[config.mk]
export PLATFORM = sky130hd
export DESIGN_NAME = fetch_pc_unit
export DESIGN_NICKNAME = d
export VERILOG_FILES = /design/src/rtl/fetch_pc_unit.sv
export SDC_FILE = /design/constraint.sdc
export NUM_CORES = 1
export LEC_CHECK = 0
export ABC_CLOCK_PERIOD_IN_PS = 2600
export CORE_AREA = 2 2 145 253
export DETAILED_ROUTE_END_ITERATION = 10
export DIE_AREA = 0 0 147 255
export PLACE_DENSITY_LB_ADDON = 0.25
export SLEW_MARGIN = 20
export SYNTH_ARGS = -nofsm -noshare
export SYNTH_HDL_FRONTEND = slang
export SYNTH_SLANG_ARGS = --single-unit
[constraint.sdc]
create_clock -name clk -period 2.6 [get_ports clk]
set_input_delay 0.26 -clock clk [delete_from_list [all_inputs] [get_ports clk]]
set_output_delay 0.26 -clock clk [all_outputs]
set_load 0.02 [all_outputs]
[src/rtl/fetch_pc_unit.sv]
`default_nettype none
// ============================================================================
// Module   : fetch_pc_unit
// Purpose  : Fetch PC generator with direct-mapped BTB, next-PC selection,
//            EX misprediction redirect/flush and saturating mispredict count.
// Revision : 1.0 - initial release
// ============================================================================
module fetch_pc_unit #(
   parameter int PC_WIDTH = 8,
   parameter int BTB_IDX  = 4
) (
   input  logic                clk,
   input  logic                reset,
   input  logic                stall,
   input  logic                prediction,
   input  logic                ex_branch,
   input  logic                ex_taken,
   input  logic                ex_pred_taken,
   input  logic [PC_WIDTH-1:0] ex_pc,
   input  logic [PC_WIDTH-1:0] ex_target,
   input  logic [PC_WIDTH-1:0] ex_pred_target,
   output logic [PC_WIDTH-1:0] pc,
   output logic [PC_WIDTH-1:0] pc_plus1,
   output logic                pred_taken,
   output logic [PC_WIDTH-1:0] pred_target,
   output logic                flush,
   output logic [7:0]          mispredict_count
);

   localparam int                  c_ENTRIES  = 1 << BTB_IDX;
   localparam int                  c_TAG_W    = PC_WIDTH - BTB_IDX;
   localparam logic [PC_WIDTH-1:0] c_PC_ONE   = PC_WIDTH'(1);
   localparam logic [7:0]          c_CNT_MAX  = 8'hFF;

   logic [PC_WIDTH-1:0] r_pc;
   logic [7:0]          r_mispredict_count;
   logic [c_ENTRIES-1:0] r_btb_valid;
   logic [c_TAG_W-1:0]  r_btb_tag    [c_ENTRIES];
   logic [PC_WIDTH-1:0] r_btb_target [c_ENTRIES];

   logic [PC_WIDTH-1:0] w_pc_plus1;
   logic [BTB_IDX-1:0]  w_rd_idx;
   logic [c_TAG_W-1:0]  w_rd_tag;
   logic                w_btb_hit;
   logic [PC_WIDTH-1:0] w_btb_target;
   logic                w_pred_taken;
   logic [PC_WIDTH-1:0] w_pred_target;
   logic                w_wrong_dir;
   logic                w_wrong_target;
   logic                w_mispredict;
   logic [PC_WIDTH-1:0] w_ex_pc_plus1;
   logic [PC_WIDTH-1:0] w_corrected_pc;
   logic                w_btb_write;
   logic [BTB_IDX-1:0]  w_wr_idx;
   logic [c_TAG_W-1:0]  w_wr_tag;
   logic [PC_WIDTH-1:0] w_next_pc;

   // BTB lookup on the current fetch PC
   assign w_pc_plus1    = r_pc + c_PC_ONE;
   assign w_rd_idx      = r_pc[BTB_IDX-1:0];
   assign w_rd_tag      = r_pc[PC_WIDTH-1:BTB_IDX];
   assign w_btb_hit     = r_btb_valid[w_rd_idx] && (r_btb_tag[w_rd_idx] == w_rd_tag);
   assign w_btb_target  = r_btb_target[w_rd_idx];

   assign w_pred_taken  = prediction && w_btb_hit && !stall;
   assign w_pred_target = w_btb_hit ? w_btb_target : w_pc_plus1;

   // Wrong target only matters when both actual and predicted said taken
   assign w_wrong_dir    = (ex_taken != ex_pred_taken);
   assign w_wrong_target = ex_taken && ex_pred_taken && (ex_pred_target != ex_target);
   assign w_mispredict   = ex_branch && (w_wrong_dir || w_wrong_target);
   assign w_ex_pc_plus1  = ex_pc + c_PC_ONE;
   assign w_corrected_pc = ex_taken ? ex_target : w_ex_pc_plus1;

   assign w_btb_write = ex_branch && ex_taken;
   assign w_wr_idx    = ex_pc[BTB_IDX-1:0];
   assign w_wr_tag    = ex_pc[PC_WIDTH-1:BTB_IDX];

   always_comb begin
      w_next_pc = w_pc_plus1;
      if (w_mispredict) begin
         w_next_pc = w_corrected_pc;
      end else if (stall) begin
         w_next_pc = r_pc;
      end else if (w_pred_taken) begin
         w_next_pc = w_btb_target;
      end
   end

   always_ff @(posedge clk or negedge reset) begin
      if (!reset) begin
         r_pc <= '0;
      end else begin
         r_pc <= w_next_pc;
      end
   end

   // Read-before-write: lookup sees old contents in the cycle of an update
   always_ff @(posedge clk or negedge reset) begin
      if (!reset) begin
         for (int i = 0; i < c_ENTRIES; i++) begin
            r_btb_valid[i]  <= 1'b0;
            r_btb_tag[i]    <= '0;
            r_btb_target[i] <= '0;
         end
      end else if (w_btb_write) begin
         r_btb_valid[w_wr_idx]  <= 1'b1;
         r_btb_tag[w_wr_idx]    <= w_wr_tag;
         r_btb_target[w_wr_idx] <= ex_target;
      end
   end

   always_ff @(posedge clk or negedge reset) begin
      if (!reset) begin
         r_mispredict_count <= '0;
      end else if (w_mispredict && (r_mispredict_count != c_CNT_MAX)) begin
         r_mispredict_count <= r_mispredict_count + 8'd1;
      end
   end

   assign pc               = r_pc;
   assign pc_plus1         = w_pc_plus1;
   assign pred_taken       = w_pred_taken;
   assign pred_target      = w_pred_target;
   assign flush            = w_mispredict;
   assign mispredict_count = r_mispredict_count;

endmodule
`default_nettype wire
Word-level counts from Yosys, hierarchy flattened:

Index checks and enable logic that the tools add are counted.

* input bits: 31
* output and inout bits: 34
* register bits: 224
* word-level logic and storage cells: 85

* $add $sub $neg: 3
* reduce and logical (&&, ||, !) cells: 12
* magnitude comparators: 6
* bitwise logic cells: 3
* muxes and demuxes: 21
* equal/unequal tests: 5

Operators by type and width (count)
* 128-bit bitwise mux: 1
* 64-bit bitwise mux: 1
* 8-bit 2-to-1 mux: 8
* 8-bit binary-select mux with 4-bit select: 1
* 8-bit demux with 4-bit select: 1
* 8-bit by 1-bit adder with 8-bit output (second input constant): 3
* 4-bit binary-select mux with 4-bit select: 1
* 4-bit demux with 4-bit select: 1
* 16-bit bitwise OR: 1
* 4-bit 2-to-1 mux: 3
* 5-bit greater-or-equal comparator (second input constant): 2
* 1-bit logical AND: 10
* 4-bit by 5-bit less-than comparator with 1-bit output (second input constant): 2
* 4-bit inverter with 5-bit output: 2
* 8-bit inequality test: 1
* 8-bit inequality test (second input constant): 1
* 5-bit by 1-bit less-than comparator with 1-bit output (second input constant): 1
* 1-bit binary-select mux with 4-bit select: 1
* 1-bit demux with 4-bit select: 1
* 4-bit equality test: 1
* 4-bit by 1-bit greater-or-equal comparator with 1-bit output (second input constant): 1
* 1-bit 2-to-1 mux: 2
* 2-bit by 1-bit inequality test with 1-bit output (second input constant): 1
* 1-bit zero test: 1
* other kinds (2): 2

Longest topological paths before layout:

Gate-level depths: netlist of the first run.

* depth after elaboration: 11
* gate-level depth with buffers: 11
* depth with buffers taken out: 8

Least setup slack after synthesis of the first run:

No wires, ideal clock.

* path type: flip-flop to output port
* from: register r_pc[1] (netlist: pc[1])
* to: output port pred_taken
* stages on the path, launching flop included: 8
* required time: 2340 ps
* arrival time: 2840 ps
* setup slack: -500 ps
* path through: dfrtp_1 -> buf_6 -> mux4_1 -> mux2i_1 -> xor2_1 -> nand4_1 -> a2111oi_4 -> nor2b_1

* word-level cells in the longest chain between the ends: 8
* elaborated cells between the ends (all ways): 10

RTL lines
* start, declared: line 35 `logic [PC_WIDTH-1:0] r_pc;`
* start signal, assigned: line 94 `r_pc <= w_next_pc;`
* 4-bit inverter with 5-bit output (not written as such): line 62 `assign w_btb_hit = r_btb_valid[w_rd_idx] && (r_btb_tag[w_rd_idx] == w_rd_tag);`
* 4-bit binary-select mux with 4-bit select: line 62
* 4-bit 2-to-1 mux (not written as such) (2 in series): line 62
* 4-bit equality test: line 62
* 1-bit logical AND *: line 62
* 1-bit logical AND * (2 in series): line 65 `assign w_pred_taken = prediction && w_btb_hit && !stall;`
* end, declared: line 24 `output logic pred_taken,`

Mark *: on every way between the ends. The rest lies on a longest branch, timed or not. The select of a mux whose other input is x is not followed.

Worst setup path in the final report of the first run:

* from: register r_pc[1] (netlist: pc[1])
* to: output port pred_target[6]

* word-level cells in the longest chain between the ends: 7
* elaborated cells between the ends (all ways): 13

RTL lines
* 4-bit inverter with 5-bit output (not written as such): line 62, 63
* 4-bit binary-select mux with 4-bit select: line 62
* 4-bit 2-to-1 mux (not written as such) (2 in series): line 62
* 4-bit equality test: line 62
* 1-bit logical AND: line 62
* 8-bit 2-to-1 mux *: line 66 `assign w_pred_target = w_btb_hit ? w_btb_target : w_pc_plus1;`
* end, declared: line 25 `output logic [PC_WIDTH-1:0] pred_target,`

Marked as above.

==> flow_metrics.tcl, run 1 <==
set metrics [dict create \
    status "finished with violations" \
    violations "setup timing" \
    ant_nets 0 \
    grt_max_degree 62 \
    crit_path_top_delay_cell "dfrtp_4" \
    crit_type "flop to primary output" \
    path_buf_inv 5 \
    drive_above_1_share_pct 51.5 \
    cts_tree "yes" \
    dp_hpwl_um 24500 \
    grt_remaining_overflow 0 \
    cp-startpoint "pc[1]" \
    fin_tns_setup_ps -9770 \
    placedInstanceArea_mm2 0.0130 \
    max-vdd-ir-drop_v 0.000389 \
    slew_viol_final 0 \
    slew_headroom_pct 54.6 \
    ios 65 \
    clock-sinks 224 \
    synth_area_leader_cell "dfrtp_1" \
    synth_cell_types 45 \
    gp_routability_congestion 0.859 \
    dieHeight_um 255 \
    rr_worst_depth 9 \
    path_cells "buf_12 > buf_4 > mux2_2 > o22ai_1 > or3_1 > nand4_2 > a211oi_2 > buf_4 > buf_6 > mux2_4 > buf_6" \
    critical_path.top_delay_family "buffers and inverters" \
    drc 0 \
    finalClockSkew_ps 11.0 \
    synth_top_family_by_area "multiplexers" \
    fin_crit_ps 3460 \
    via_per_inst 4.93 \
    io_buffers 64 \
    synthTopCellsByArea "dfrtp_1 52%, mux2_2 22%, mux4_2 9.3%" \
    drt_iter0_markers 363 \
    rows 92 \
    yosys-top-cells-count "224 x dfrtp_1, 208 x mux2_2, 45 x mux4_2" \
    synthMuxAreaShare_pct 34.6 \
    synth-adder-area-share_pct 0.806 \
    grt_pass1_vias 7636 \
    design.core.area_mm2 0.0357 \
    n_antenna_cell 0 \
    synthesis.instances 763 \
    final_area_mm2 0.0141 \
    clockBufferDepth 3 \
    finalCritPeriodShare_pct 133 \
    synth_nets 801 \
    dieArea_mm2 0.0375 \
    synth-edff-count 0 \
    cp.required_ps 2340 \
    antenna_found_initial 0 \
    fin_ws_ps -859 \
    grtUsageTotal_pct 18.3 \
    ff2ff_setup_slack_ps -380 \
    rsz0062_at_grt "yes" \
    crit_end "pred_target[6]" \
    cpPeakStageDelay_ps 550 \
    ys_seq_area_share_pct 51.6 \
    avgSynthCellArea_um2 14.3 \
    synthSimpleGateAreaFrac_pct 5.30 \
    hp-class "primary input to asynchronous set/reset pin" \
    cts_buffers 21 \
    die_w_um 147 \
    hold_violations 0 \
    arrival_ps 3200 \
    synth_xor_xnor_area_share_pct 2.50 \
    h-tree-depth 1 \
    cp_max_fo 8 \
    r2r_end "pc[5]" \
    powerDensity_mw_per_mm2 916 \
    synth-compound-area-share_pct 2.57 \
    clock-root-buffer "clkbuf_16" \
    clkTransAtPathRegs_ps 70 \
    fill_cells 3419 \
    fin_nets 965 \
    start_kind "flop" \
    first_pass_iters 4 \
    ys.flop_type "dfrtp_1" \
    fmax_mhz 289 \
    yosys_warnings 0 \
    path_depth 11 \
    clk_latency_ps 520 \
    ys_ff_latch 224 \
    worstMarginPinSlew_ps 678 \
    synthToLayoutAreaGrowth_pct 29.6 \
    synth_area_mm2 0.0109 \
    maxCapViolations 0 \
    async_reset_ff_share_pct 100 \
    start_util_pct 30.5 \
    vias 6953 \
    finalSetupViolations 17 \
    netlist.area_leader.share_pct 51.6 \
    drt-total-wl_um 33500 \
    wl_per_cell_um 23.8 \
    end_kind "primary output" \
    leakagePower_nw 6.19 \
    r2r_start "pc[1]" \
    final_core_util_pct 39.5 \
    grt_pass1_wl_um 50300 \
    synth_most_common_cell "dfrtp_1" \
]
## worst min path at each step
stage / startpoint / to / slack, ps / depth (start not counted)
after floorplan: reset / mispredict_count[0] / -40 / 0
after global placement: reset / mispredict_count[1] / 240 / 1
after detailed placement: reset / mispredict_count[1] / 250 / 1
after CTS: reset / r_btb_target[35] / 290 / 2
after global routing: reset / r_btb_target[35] / 330 / 2
final: reset / r_btb_target[35] / 280 / 2
## power by group
group          total (mW)  switching [mW]  internal (mW)
Combinational        4.94            2.18           2.76
Sequential           4.70           0.490           4.21
Clock                3.27            1.37           1.90
## layout by cell type (no fill, tap or decap), types with 3 or more instances in the layout
| master | instances |
|---|---|
| nand3b_1 | 5 |
| mux2_2 | 201 |
| a22o_1 | 3 |
| mux2_4 | 7 |
| xnor2_1 | 8 |
| buf_12 | 21 |
| clkbuf_8 | 4 |
| dfrtp_1 | 221 |
| mux4_1 | 4 |
| nor2_1 | 18 |
| mux2i_1 | 21 |
| clkinv_2 | 4 |
| nand3_1 | 13 |
| buf_4 | 108 |
| buf_6 | 17 |
| xnor2_2 | 4 |
| clkdlybuf4s50_1 | 45 |
| o21ai_0 | 15 |
| nand4_1 | 7 |
| and3_1 | 5 |
| nand2b_1 | 12 |
| inv_1 | 5 |
| mux2i_2 | 3 |
| mux4_2 | 46 |
| or3_1 | 3 |
| xor2_1 | 18 |
| nand2_1 | 13 |
| clkbuf_16 | 21 |
| mux2i_4 | 3 |
| clkbuf_1 | 3 |
| buf_2 | 3 |
| ha_1 | 6 |
| bufinv_16 | 3 |
| or2_2 | 13 |
| a21oi_1 | 6 |
## cell type report
type	count	area (µm²)	share of cell area (%)
sequential	224	5610	39.8
multi-input combinational	470	5150	36.5
timing repair buffer	204	2010	14.2
clock buffer	28	592	4.20
tap	470	588	4.17
clock inverter	9	126	0.897
inverter	6	22.5	0.160
## worst register-to-register path, cell delays in order (launching register included)
cell and delay (ps):
dfrtp_4 510, mux4_2 520, mux2i_1 170, xor2_1 250, nand4_1 170, buf_4 180
a2111oi_4 380, buf_6 260, mux2i_4 310, o22ai_2 100
## metrics by stage
step	setup WS [ps]	total power [mW]	cells	hold WS (ps)
after floorplan	-385	7.29	763	-35.6
after global placement	-921	9.28	1360	241
after detailed placement	-933	9.33	1360	246
after CTS	-843	13.0	1409	289
after global routing	-991	13.5	1411	332
final	-859	12.9	1411	283
## routing by layer
layer | track usage [%] | vias up | part of all wire (%)
met5 | 0 | - | 0
met2 | 35.4 | 134 | 56
met3 | 1.46 | 44 | 2.9
met1 | 21.0 | 3673 | 39
li1 | - | 3102 | -
met4 | 6.43 | 0 | 2.9
## sequential cells by signal (all words and copies together) (netlist names)
signal / flops
pc: 8
r_btb_valid: 16
r_btb_target: 128
r_btb_tag: 64
mispredict_count: 8
## cell families (layout without fill, tap and decap cells)
| group | after synthesis | count (layout) |
|---|---|---|
| DFF | 224 | 224 |
| and+or+nand+nor | 105 | 105 |
| AOI/OAI and AO/OA | 42 | 42 |
| adders and majority gates | 7 | 7 |
| xor gates and xnor gates | 31 | 31 |
| buffers and inverters | 69 | 247 |
| muxes | 285 | 285 |
## repair_timing
| action | 4_1_cts | 5_1_grt |
|---|---|---|
| endpoints found under the hold margin | 54 | 0 |
| setup endpoints to repair | 25 | 23 |
| gates resized for setup | 102 | 21 |
| gates cloned | 1 | 0 |
| hold buffers | 1 | 0 |
| pin swaps | 7 | 6 |
| setup buffers | 12 | 3 |
No activity file was read; power rests on OpenSTA's default activity.
==> inputs of run 2 (changes only) <==
--- a/config.mk
+++ b/config.mk
@@ -5,8 +5,9 @@
 export SDC_FILE = /design/constraint.sdc
 export NUM_CORES = 1
 export LEC_CHECK = 0
-export ABC_CLOCK_PERIOD_IN_PS = 2600
+export ABC_CLOCK_PERIOD_IN_PS = 3700
 export CORE_AREA = 2 2 145 253
+export CTS_CLUSTER_DIAMETER = 80
 export DETAILED_ROUTE_END_ITERATION = 10
 export DIE_AREA = 0 0 147 255
 export PLACE_DENSITY_LB_ADDON = 0.25
==> constraint.sdc (replaced) <==
create_clock -name clk -period 3.7 [get_ports clk]
set_input_delay 0.37 -clock clk [delete_from_list [all_inputs] [get_ports clk]]
set_output_delay 0.37 -clock clk [all_outputs]
set_load 0.02 [all_outputs]
==> run 2 against run 1 <==
The flow now finishes without violations. Combinational power fell by 41%. Sequential share of layout area up 2.2 points. Critical path depth is 2 lower. Register-to-register slack better by 1100 ps. Wire length is 5.9% lower. Worst hold slack better by 180 ps. Largest cell class unchanged. Largest power group is now registers.
==> flow_metrics.tcl, run 2 (synthesis gave the netlist of run 1 again) <==
set metrics [dict create \
    status "complete, no violations" \
    finalCritPeriodShare_pct 97.9 \
    drive_above_1_share_pct 45.9 \
    grt_remaining_overflow 0 \
    combPwrFrac_pct 33.2 \
    dp_hpwl_um 22300 \
    placedInstanceArea_mm2 0.0124 \
    wl_met1_um 12800 \
    hold_violations 0 \
    fin_nets 897 \
    clock-root-buffer "clkbuf_16" \
    final_core_util_pct 37.4 \
    dp_cells 1295 \
    cts_buffers 23 \
    dieArea_mm2 0.0375 \
    whs_ps 464 \
    power.share.clock_pct 29.0 \
    max-vdd-ir-drop_v 0.000258 \
    place_ws_ps -24.2 \
    p_int_mw 6.12 \
    design.core.area_mm2 0.0357 \
    fin_tns_setup_ps 0 \
    top_regs "r_btb_target: 128 flops, r_btb_tag: 64 flops, r_btb_valid: 16 flops" \
    drt-total-wl_um 31500 \
    largest-register "r_btb_target" \
    dieHeight_um 255 \
    multi_input_area_mm2 0.00503 \
    p_sw_mw 2.69 \
    ant_nets 0 \
    drt_iter0_markers 261 \
    rsz0062_at_grt "yes" \
    h-tree-depth 1 \
    fill_cells 3433 \
    grtUsageTotal_pct 17.2 \
    clk_latency_ps 520 \
    register_area_mm2 0.00561 \
    top_layer_used "met4" \
    finalClockSkew_ps 9.65 \
    dr_wl_met2_um 16600 \
    worstMarginPinSlew_ps 937 \
    final_area_mm2 0.0133 \
    via_per_inst 5.01 \
    start_util_pct 30.5 \
    end_kind "primary output" \
    hp-class "primary input to asynchronous set/reset pin" \
    synthToLayoutAreaGrowth_pct 22.8 \
    grt_pass1_vias 7217 \
    rows 92 \
    arrival_ps 3250 \
    seqPwrFrac_pct 37.8 \
    fin_crit_ps 3620 \
    cp.required_ps 3330 \
    powerDensity_mw_per_mm2 660 \
    clock-sinks 224 \
    met3_wirelength_um 940 \
    maxCapViolations 0 \
    clkTransAtPathRegs_ps 60 \
    fin_ws_ps 78.6 \
    crit_type "flop to primary output" \
    fmax_mhz 276 \
    slew_headroom_pct 37.5 \
    gp_routability_congestion 0.835 \
    grt_max_degree 117 \
    n_antenna_cell 0 \
    slew_viol_final 0 \
    start_kind "flop" \
    final_cells 1342 \
    cts_tree "yes" \
    wl_per_cell_um 23.5 \
    grt_pass1_wl_um 47900 \
    ios 65 \
    finalSetupViolations 0 \
    drc 0 \
    cp_max_fo 8 \
    mostFrequentLayoutCells "222 x dfrtp_1, 207 x mux2_2, 60 x buf_4" \
    first_pass_iters 4 \
    leakagePower_nw 5.75 \
    die_w_um 147 \
    vias 6726 \
    largest_register_ffs 128 \
    total_power_mw 8.80 \
    final_common_cell "dfrtp_1" \
    io_buffers 64 \
    switching_share_pct 30.5 \
    antenna_found_initial 0 \
    clockBufferDepth 3 \
]
-- run 2: changes by cell type in the layout (fill, tap and decap cells not counted), sizes merged, moves of 2 or more --
| cell | delta |
|---|---|
| clkdlybuf4s50 | +9 |
| buf | -72 |
| clkbuf | +2 |
| dlygate4sd2 | -2 |
| clkinv | -5 |
| bufinv | +2 |
-- run 2: power groups by stage --
| stage | sequential (mW) | clock [mW] | combinational, mW |
|---|---|---|---|
| floorplan | 3.26 | 0 | 1.85 |
| global placement | 3.37 | 0 | 2.82 |
| detailed placement | 3.38 | 0 | 2.84 |
| CTS | 3.33 | 2.63 | 2.91 |
| global route | 3.39 | 2.73 | 3.14 |
| finish | 3.33 | 2.56 | 2.92 |
-- run 2: timing repair --
action	in CTS	in global routing
setup endpoints to repair	9	9
gates resized for setup	48	13
hold buffers	1	0
pin swaps	2	3
hold endpoints to repair	22	0
setup buffers	5	3
-- run 2: cell type report --
| cell class | count | share of cell area [%] |
|---|---|---|
| Sequential cell | 224 | 42.0 |
| Timing Repair Buffer | 134 | 9.53 |
| Clock inverter | 5 | 1.12 |
| Multi-Input combinational cell | 470 | 37.7 |
| Inverter | 6 | 0.169 |
| Clock buffer | 33 | 5.04 |
| Tap cell | 470 | 4.41 |
-- run 2: worst paths after layout --
path / start / endpoint / slack, ps / cells after the start
max: pc[1] / pred_target[3] / 80 / 9
min in group clk: r_btb_valid[0] / r_btb_valid[0] / 470 / 1
min: reset / mispredict_count[1] / 460 / 2
min reg2reg: r_btb_valid[0] / r_btb_valid[0] / 470 / 1
max reg2reg: pc[1] / pc[1] / 670 / 10
max in group asynchronous: reset / pc[1] / 2280 / 3
-- run 2: metal layers --
layer,GRT usage (%),vias up
li1,-,2981
met1,21.1,3547
met2,31.2,143
met3,1.64,55
met4,6.59,0
met5,0,-
-- run 2: worst max-delay path, cell delays in order, from the launching register on --
cell	delay [ps]
dfrtp_4	520
buf_4	150
mux4_2	520
mux2i_4	190
xor2_1	200
nand4_2	150
a211oi_2	300
buf_12	190
mux2_2	350
buf_4	160
==> inputs of run 3 (changes only) <==
--- a/config.mk
+++ b/config.mk
@@ -5,11 +5,11 @@
 export SDC_FILE = /design/constraint.sdc
 export NUM_CORES = 1
 export LEC_CHECK = 0
-export ABC_CLOCK_PERIOD_IN_PS = 3700
-export CORE_AREA = 2 2 145 253
+export ABC_CLOCK_PERIOD_IN_PS = 4400
+export CORE_AREA = 2 2 161 281
 export CTS_CLUSTER_DIAMETER = 80
 export DETAILED_ROUTE_END_ITERATION = 10
-export DIE_AREA = 0 0 147 255
+export DIE_AREA = 0 0 163 283
 export PLACE_DENSITY_LB_ADDON = 0.25
 export SLEW_MARGIN = 20
 export SYNTH_ARGS = -nofsm -noshare
==> constraint.sdc (replaced) <==
create_clock -name clk -period 4.4 [get_ports clk]
set_input_delay 0.44 -clock clk [delete_from_list [all_inputs] [get_ports clk]]
set_output_delay 0.44 -clock clk [all_outputs]
set_load 0.02 [all_outputs]
==> run 3 against run 2 <==
Register-to-register slack improved by 770 ps. Total power fell by 17%. First-iteration DRC count rose by 3.8%. Sequential power shrank 16%. Clock power is 18% lower. Flip-flop and latch count did not move. Highest routed layer unchanged.
==> flow_metrics.tcl, run 3 (synthesis gave the netlist of run 1 again) <==
set metrics [dict create \
    status "complete, no violations" \
    fin_crit_ps 4290 \
    slew_viol_final 0 \
    rows 102 \
    mostFrequentLayoutCells "221 x dfrtp_1, 208 x mux2_2, 58 x clkdlybuf4s50_1" \
    whs_path_depth 1 \
    antenna_found_initial 0 \
    grt_max_degree 100 \
    path_cells "buf_4 > mux4_1 > mux2i_1 > xor2_1 > a22oi_2 > a211oi_4 > buf_4 > mux2_2 > clkdlybuf4s50_1" \
    final_area_mm2 0.0132 \
    drt_iter0_markers 271 \
    hp-class "flop to flop" \
    drt-total-wl_um 33400 \
    slew_headroom_pct 45.3 \
    drc 0 \
    dieArea_mm2 0.0461 \
    ant_nets 0 \
    crit_path_top_delay_cell "mux4_1" \
    fin_nets 877 \
    vias 6728 \
    placedInstanceArea_mm2 0.0123 \
    cp.required_ps 3960 \
    finalClockSkew_ps 13.5 \
    cp-startpoint "pc[1]" \
    final_common_cell "dfrtp_1" \
    grt_pass1_wl_um 49300 \
    h-tree-depth 1 \
    clock-root-buffer "clkbuf_16" \
    fill_cells 4462 \
    leakagePower_nw 5.67 \
    grt_pass1_vias 7250 \
    grtUsageTotal_pct 14.5 \
    io_buffers 64 \
    dieHeight_um 283 \
    multi_input_area_mm2 0.00501 \
    via_per_inst 4.71 \
    start_kind "flop" \
    worstHoldEndpoint "r_btb_valid[9]" \
    dp_cells 1375 \
    r2r_end "pc[1]" \
    clk_latency_ps 540 \
    gp_routability_congestion 0.787 \
    hold_violations 0 \
    maxCapViolations 0 \
    critical_path.top_delay_family "multiplexers" \
    ff2ff_setup_slack_ps 1440 \
    end_kind "primary output" \
    largest_register_ffs 128 \
    cts_tree "yes" \
    register_area_mm2 0.00561 \
    clkTransAtPathRegs_ps 70 \
    clock-sinks 224 \
    grt_remaining_overflow 0 \
    max-vdd-ir-drop_v 0.000291 \
    min_from "r_btb_valid[9]" \
    drive_above_1_share_pct 43.0 \
    cts_buffers 24 \
    total_power_mw 7.31 \
    top_regs "r_btb_target: 128 flops, r_btb_tag: 64 flops, r_btb_valid: 16 flops" \
    fin_ws_ps 108 \
    arrival_ps 3850 \
    clockBufferDepth 3 \
    fmax_mhz 233 \
    rr_worst_depth 9 \
    n_antenna_cell 0 \
    powerDensity_mw_per_mm2 552 \
    dp_hpwl_um 23100 \
    cpPeakStageDelay_ps 570 \
    wl_per_cell_um 23.4 \
    synthToLayoutAreaGrowth_pct 21.8 \
    finalCritPeriodShare_pct 97.5 \
    final_cells 1427 \
    crit_top_cell "buf_4" \
    die_w_um 163 \
    r2r_start "pc[1]" \
    worstMarginPinSlew_ps 818 \
    first_pass_iters 4 \
    ios 65 \
    crit_type "flop to primary output" \
    design.core.area_mm2 0.0440 \
    place_ws_ps 178 \
    path_buf_inv 3 \
    cp_max_fo 6 \
    finalSetupViolations 0 \
    start_util_pct 24.7 \
    largest-register "r_btb_target" \
]
## run 3: worst max path at each step
stage	to	slack (ps)	cells past startpoint
after floorplan	pred_taken	1120	7
after global placement	pred_target[4]	200	8
after detailed placement	pred_target[2]	180	8
after CTS	pred_target[2]	10	9
after global routing	pred_target[1]	-0.7	9
final	pred_target[1]	110	9
## run 3: stage by stage
| stage | utilization (%) | hold WS, ps | TNS, ps |
|---|---|---|---|
| after floorplan | - | 144 | 0 |
| after global routing | 30.1 | 481 | -0.660 |
| after global placement | 27.9 | 447 | 0 |
| after CTS | 29.9 | 472 | 0 |
| after detailed placement | 27.9 | 450 | 0 |
| final | 30.1 | 468 | 0 |
## run 3: cell type report
type                            instances  area share, %
Clock buffer                           33           5.33
Clock inverter                          9          0.766
Inverter                                6          0.170
Multi-Input combinational cell        470           37.9
Sequential cell                       224           42.4
Tap cell                              572           5.41
Timing Repair Buffer                  113           8.08
## run 3: repair_timing
item | CTS | global route
buffers inserted | 4 | 5
endpoints found under the setup margin | 8 | 6
hold buffers | 1 | 0
hold endpoints to repair | 65 | 0
gates resized for setup | 4 | 9
pin swaps | 1 | 0
## run 3: report_power, final
group | switching, mW | internal (mW)
registers | 0.310 | 2.49
clock network | 0.869 | 1.24
logic | 1.15 | 1.25
## run 3: layer usage
layer	GRT usage [%]	wire, µm	share of wire (%)	vias up
li1	-	-	-	2941
met1	16.9	13200	40	3601
met2	27.2	18200	55	137
met3	1.60	942	2.8	49
met4	5.02	1030	3.1	0
met5	0	0	0	-
